File: src/rtl/uart_cmd_deframer.sv
// UART command deframer: parses 'K' (16-byte key) and 'D' (8-byte block) frames
// into big-endian words on valid/ready. Optional inter-byte timeout: UART_DEFRAMER_TIMEOUT_EN.
module uart_cmd_deframer #(
  parameter logic [7:0]  CMD_KEY     = 8'h4B,
  parameter logic [7:0]  CMD_BLK     = 8'h44,
  parameter logic [31:0] TIMEOUT_CYC = 32'd1_000_000
) (
  input  logic         clk,
  input  logic         n_reset,
  input  logic [7:0]   rx_data,
  input  logic         rx_avail,
  input  logic         rx_error,
  output logic         rx_ack,
  output logic [127:0] key_out,
  output logic [63:0]  blk_out,
  output logic         key_valid,
  output logic         blk_valid,
  input  logic         word_ready,
  output logic         frame_err
);

  typedef enum logic [1:0] {IDLE, COLLECT_KEY, COLLECT_BLK, HOLD} state_t;

  state_t         state_q, state_d;
  logic [3:0]     cnt_q, cnt_d;
  logic [119:0]   sh_q, sh_d;
  logic [127:0]   key_q, key_d;
  logic [63:0]    blk_q, blk_d;
  logic           kv_q, kv_d, bv_q, bv_d, ferr_q, ferr_d;
  logic           byte_take;

`ifdef UART_DEFRAMER_TIMEOUT_EN
  logic [31:0]    tmo_q, tmo_d;
`endif

  // Acknowledge is combinational so the byte is captured on the edge that clears rx_avail.
  assign rx_ack    = n_reset & (rx_error | (rx_avail & (state_q != HOLD)));
  assign byte_take = rx_avail & ~rx_error & (state_q != HOLD);

  always_comb begin
    state_d = state_q;
    cnt_d   = cnt_q;
    sh_d    = sh_q;
    key_d   = key_q;
    blk_d   = blk_q;
    kv_d    = kv_q;
    bv_d    = bv_q;
    ferr_d  = 1'b0;

    // An errored byte aborts any partial frame but never a word waiting in HOLD.
    if (rx_error) begin
      ferr_d = 1'b1;
      if (state_q != HOLD) state_d = IDLE;
    end

    unique case (state_q)
      IDLE: begin
        if (byte_take) begin
          cnt_d = 4'd0;
          if (rx_data == CMD_KEY)      state_d = COLLECT_KEY;
          else if (rx_data == CMD_BLK) state_d = COLLECT_BLK;
          else                         ferr_d  = 1'b1;
        end
      end
      COLLECT_KEY: begin
        if (byte_take) begin
          sh_d  = {sh_q[111:0], rx_data};
          cnt_d = cnt_q + 4'd1;
          if (cnt_q == 4'd15) begin
            key_d   = {sh_q, rx_data};
            kv_d    = 1'b1;
            state_d = HOLD;
          end
        end
      end
      COLLECT_BLK: begin
        if (byte_take) begin
          sh_d  = {sh_q[111:0], rx_data};
          cnt_d = cnt_q + 4'd1;
          if (cnt_q == 4'd7) begin
            blk_d   = {sh_q[55:0], rx_data};
            bv_d    = 1'b1;
            state_d = HOLD;
          end
        end
      end
      HOLD: begin
        if (word_ready) begin
          kv_d    = 1'b0;
          bv_d    = 1'b0;
          state_d = IDLE;
        end
      end
      default: state_d = IDLE;
    endcase

`ifdef UART_DEFRAMER_TIMEOUT_EN
    // Counts idle cycles inside a frame; any consumed byte restarts it.
    tmo_d = 32'd0;
    if (!rx_ack && (state_q == COLLECT_KEY || state_q == COLLECT_BLK)) begin
      tmo_d = tmo_q + 32'd1;
      if (tmo_d == TIMEOUT_CYC - 32'd1) begin
        ferr_d  = 1'b1;
        state_d = IDLE;
        tmo_d   = 32'd0;
      end
    end
`endif
  end

  always_ff @(posedge clk) begin
    if (!n_reset) begin
      state_q <= IDLE;
      cnt_q   <= 4'd0;
      sh_q    <= '0;
      key_q   <= '0;
      blk_q   <= '0;
      kv_q    <= 1'b0;
      bv_q    <= 1'b0;
      ferr_q  <= 1'b0;
    end else begin
      state_q <= state_d;
      cnt_q   <= cnt_d;
      sh_q    <= sh_d;
      key_q   <= key_d;
      blk_q   <= blk_d;
      kv_q    <= kv_d;
      bv_q    <= bv_d;
      ferr_q  <= ferr_d;
    end
  end

`ifdef UART_DEFRAMER_TIMEOUT_EN
  always_ff @(posedge clk) begin
    if (!n_reset) tmo_q <= 32'd0;
    else          tmo_q <= tmo_d;
  end
`endif

  assign key_out   = key_q;
  assign blk_out   = blk_q;
  assign key_valid = kv_q;
  assign blk_valid = bv_q;
  assign frame_err = ferr_q;

endmodule

File: config.mk
export PLATFORM = sky130hd
export DESIGN_NAME = uart_cmd_deframer
export DESIGN_NICKNAME = d
export VERILOG_FILES = /design/src/rtl/uart_cmd_deframer.sv
export SDC_FILE = /design/constraint.sdc
export NUM_CORES = 1
export LEC_CHECK = 0
export CAP_MARGIN = 20
export CORE_MARGIN = 5
export CORE_UTILIZATION = 25
export DETAILED_ROUTE_END_ITERATION = 10
export PLACE_DENSITY = 0.52
export SETUP_SLACK_MARGIN = 0.1
export SLEW_MARGIN = 20
export SYNTH_ARGS = -nofsm -noshare
export SYNTH_HDL_FRONTEND = slang
export SYNTH_SLANG_ARGS = --single-unit
File: constraint.sdc
create_clock -name clk -period 4.62 [get_ports clk]
set_input_delay 0.462 -clock clk [delete_from_list [all_inputs] [get_ports clk]]
set_output_delay 0.462 -clock clk [all_outputs]
set_load 0.05 [all_outputs]
==> Yosys cells after proc, flatten, opt, wreduce, memory -nomap -nowiden <==
Index checks and enable logic that the tools add are counted.
Widths: inputs -> output; s select.
{ "classes": {"addsub": 1, "mul": 0, "n_div": 0, "n_lt_le_gt_ge": 0, "n_eq_ne": 15, "shifts": 0, "muxes": 26, "bitwise": 6, "reduce_logical": 11} }
{ "op_table": {"columns": ["cell", "count"], "rows": [
  ["$mux 2", 10],
  ["$eq 8x7->1 const B", 2],
  ["$ne 2x2->1 const B", 7],
  ["$mux 1", 10],
  ["$reduce_and 3->1", 3],
  ["$mux 4", 2],
  ["$pmux 2 s4", 1],
  ["$pmux 4 s2", 1],
  ["$reduce_and 4->1", 2],
  ["$reduce_bool 2->1", 3],
  ["$add 4x1->4 const B", 1],
  ["$and 1x1->1", 4],
  ["$eq 2x2->1 const B", 2],
  ["$eq 4x3->1 const B", 1],
  ["$eq 4x4->1 const B", 1],
  ["$pmux 1 s2", 2],
  ["$eq 2x1->1 const B", 1],
  ["$logic_not 2->1", 1],
  ["$ne 2x1->1 const B", 1],
  ["$reduce_and 2->1", 1],
  ["$reduce_or 2->1", 1],
  ["$not 1->1", 1],
  ["$or 1x1->1", 1]
]} }
{ "word_totals": {"regBits": 321, "latch_bits": 0, "ram_bits": 0, "mem_bits_ro": 0, "out_inout_bits": 196, "mem_count": 0} }

==> Logic depth before layout (Yosys ltp) <==
{ "logic_depth": {"ltp_word": 7, "mapped_depth": 8} }

==> Worst setup path after synthesis <==
Ideal clock, no wire load.
{ "synth_timing": {"path_kind": "register -> register", "from": "register state_q[0]", "to": "register blk_q[10], in the netlist blk_out[10]", "t_arrival_ns": 1.912, "required_time_ns": 4.488, "path_slack_ns": 2.576, "path_stages_with_launch": 9, "synth_period_minus_slack_ns": 2.044, "cell_sequence": "dfxtp_1 -> ha_1 -> or3b_1 -> buf_2 -> or3_1 -> buf_4 -> buf_6 -> nand2_1 -> a21oi_1"} }
{ "synth_via": {"elab_chain_cells": 3} }
{ "synth_rtl": {"columns": ["item", "line_no", "source"], "rows": [
  ["start, declared", "24", "state_t state_q, state_d;"],
  ["start signal, assigned", "122", "state_q <= state_d;"],
  ["$ne 2x2->1", "38", "assign byte_take = rx_avail & ~rx_error & (state_q != HOLD);"],
  ["$and 1x1->1", "38", null],
  ["$reduce_and 3->1 (no source line) *", null, null],
  ["end signal, assigned", "126", "blk_q <= blk_d;"],
  ["end, declared", "28", "logic [63:0] blk_q, blk_d;"]
]} }
Every way passes the cells marked *; elsewhere a longest branch is shown, timed or not.
A chain may end at the register's enable or synchronous reset.

==> Worst setup path after layout <==
{ "layout_timing": {"from": "register state_q[0]", "to": "output rx_ack"} }
{ "layout_via": {"elab_chain_cells": 4} }
{ "layout_rtl": {"columns": ["item", "line_no", "source"], "rows": [
  ["$ne 2x2->1", "37", "assign rx_ack = n_reset & (rx_error | (rx_avail & (state_q != HOLD)));"],
  ["$and 1x1->1", "37", null],
  ["$or 1x1->1", "37", null],
  ["$and 1x1->1", "37", null],
  ["end, declared", "13", "output logic rx_ack,"]
]} }
Every way passes these cells.

==> results.cfg <==
[run_status]
status = finished, final reports clean

[floorplan]
die_h_um = 224
fp.dieW_um = 224
start_util_pct = 25.3
coreArea_um2 = 45300
ios = 209
dieArea_um2 = 50100
row_count = 78

[placed_design]
gp_congestion = 0.752
hpwlAfterDp_um = 22000
portBuffers = 208

[timing]
rsz0062_at_grt = false
min_period_ns = 3.05
relSlewSlack_pct = 29.9
fin_worst_skew_ns = 0.0158
hold_viol = 0
worstMarginPinSlew_ns = 1.05
setup_tns_ns = 0
setup_viol = 0
fmax_mhz = 328
slew_violations = 0
min_period_over_period_pct = 65.9

[route]
wire_per_inst_um = 15.8
firstDrtPassIters = 7
drcViolationCount = 0
drt_iter0_markers = 756
vias = 9787
viasPerCell = 4.43
ant_nets = 0
wl_um = 34900

[grt]
grt-ovfl-total = 0
grt_pass1_vias = 9358
antenna_found_initial = 1
grtUsageTotal_pct = 13.5
grt_max_degree = 102
grt_pass1_wl_um = 54400

[yosys]
async_flop_share_pct = 0
synth.area.top_cells = dfxtp_1 (56%), nand2_1 (21%), a21oi_1 (14%)
yosysWarnings = 0
syn_area_um2 = 11400
synth_ff_type = dfxtp_1
yosysTopAreaCell = dfxtp_1
syn-num-nets = 1450
syn_inst = 1430
synth_top_cell_area_share_pct = 56.2
synth-edff-count = 0
yosysSeqAreaShare_pct = 56.2
avgSynthCellArea_um2 = 8.00
ys_seq_elements = 321
synth.distinct_cells = 38

[worst_setup_path]
path_max_fanout = 8
end_kind = output pin
critical_path_class = reg -> out
reg2reg_slack_ns = 1.87
required_ns = 4.16
critical_path.startpoint_type = register
crit_arrival_ns = 2.58

[cts]
cts_setup_buffers = 0
clkSlewWorstSetupHoldPaths_ns = 0.06
cts_root_buffer = clkbuf_16
cts_buffers = 37
cts.repair.resized = 0
clk_latency_ns = 0.54
cts_sinks = 321
ctsLongestPathBuffers = 3
htreeDepth = 2
cts_hold_buffers = 0
cts_tree = done

[pwr]
p_per_area_nw_per_um2 = 390
power_leakage_nw = 4.76
vdd_drop_max_uv = 187

[worst_hold_path]
hp-class = reg -> reg

[finish]
n_fill_cell = 4790
final_util_pct = 33.3
layout-drive-gt1-share_pct = 4.98
syn_to_final_growth_pct = 31.8
fin_nets = 1603
diodes = 0

[run]
maxCapViolations = 0
-- registers in the layout, summed over array words and instances, names as in the netlist --
| signal | flops |
|---|---|
| key_valid | 1 |
| blk_out | 64 |
| blk_valid | 1 |
| frame_err | 1 |
| sh_q | 120 |
| key_out | 128 |
| state_q | 2 |
| cnt_q | 4 |
-- synthesized netlist by cell type (2+ instances only) --
cell      instances
nand2_1         628
dfxtp_1         321
a21oi_1         317
clkbuf_1         54
buf_6            26
buf_2            24
nor2_1            9
ha_1              7
mux2i_1           3
nand2b_1          3
nand3_1           3
nor3_1            3
o21ai_0           3
buf_4             2
inv_1             2
nor2b_1           2
nor4b_1           2
-- metal layers --
metal  GRT usage (%)  part of all wire, %  vias up
met2            21.5                   46      205
met4            3.97                  1.6        2
met1            18.3                   47     4620
met5               0                0.020        -
met3            2.91                  4.8       35
li1                -                    -     4925
-- where the power goes --
part	internal [mW]	switching, mW
logic	0.0177	0.0677
clock network	1.87	1.16
registers	2.77	0.000381
-- worst paths after layout --
| check | end | startpoint | depth (start not counted) |
|---|---|---|---|
| worst max register to register | sh_q[41]$_SDFFE_PN0P_ | state_q[0]$_SDFF_PN0_ | 6 |
| worst min-delay path | key_out[24]$_SDFFE_PN0P_ | key_out[24]$_SDFFE_PN0P_ | 2 |
| worst min register to register | key_out[24]$_SDFFE_PN0P_ | key_out[24]$_SDFFE_PN0P_ | 2 |
| worst max-delay path | rx_ack | state_q[0]$_SDFF_PN0_ | 5 |
-- critical path: stages, from the launching register on --
cell	delay (ns)
dfxtp_1	0.36
ha_1	0.33
nor2b_1	0.27
nor2_1	0.12
nor2_1	0.11
clkdlybuf4s50_1	0.85
-- cell type report --
cell class | instances | area (um2) | area share [%]
repair buffers | 220 | 2220 | 14.7
inverters | 3 | 18.8 | 0.125
clock inverters | 13 | 175 | 1.16
clock buffers | 50 | 1090 | 7.21
flip-flops and latches | 321 | 6430 | 42.6
well taps | 600 | 751 | 4.98
multi-input cells | 1000 | 4400 | 29.2
-- metrics by stage --
step	setup slack, ns	total power, mW	hold slack (ns)	instances	cell area, um2
2_1_floorplan	2.58	2.88	0.432	1430	11400
3_3_place_gp	1.29	2.92	0.443	2143	13800
3_5_place_dp	1.20	2.92	0.447	2143	13800
4_1_cts	1.53	6.00	0.454	2206	15000
5_1_grt	1.44	6.12	0.467	2207	15100
6_report	1.57	5.88	0.452	2207	15100
-- logic make-up after synthesis --
kind of cell               after synthesis  share of synthesized area, %
DFF                                    321                          56.2
muxes                                    3                         0.263
and+or+nand+nor                        660                          22.4
adders and majority gates                7                         0.766
buffers and inverters                  109                          5.61
AOI/OAI and AO/OA                      330                          14.8
-- placed cells by master, fill, tap and decap left out, types with 2 or more instances in the layout --
| cell type | synthesis | layout |
|---|---|---|
| dfxtp_1 | 321 | 321 |
| nand3_1 | 3 | 3 |
| inv_6 | 0 | 2 |
| nor3_4 | 1 | 2 |
| buf_4 | 2 | 9 |
| o21ai_0 | 3 | 3 |
| nor3_1 | 3 | 3 |
| nor2b_1 | 2 | 2 |
| nand2_1 | 628 | 628 |
| bufinv_16 | 0 | 4 |
| a21oi_1 | 317 | 317 |
| nor2_1 | 9 | 9 |
| inv_1 | 2 | 2 |
| clkbuf_16 | 0 | 39 |
| clkinv_2 | 0 | 6 |
| buf_12 | 0 | 2 |
| mux2i_1 | 3 | 3 |
| nor4b_1 | 2 | 2 |
| ha_1 | 7 | 7 |
| clkbuf_8 | 0 | 7 |
| clkdlybuf4s50_1 | 0 | 208 |
| clkbuf_1 | 54 | 4 |
| nand2b_1 | 3 | 3 |
Note: power is estimated with default switching activity, not from simulation.
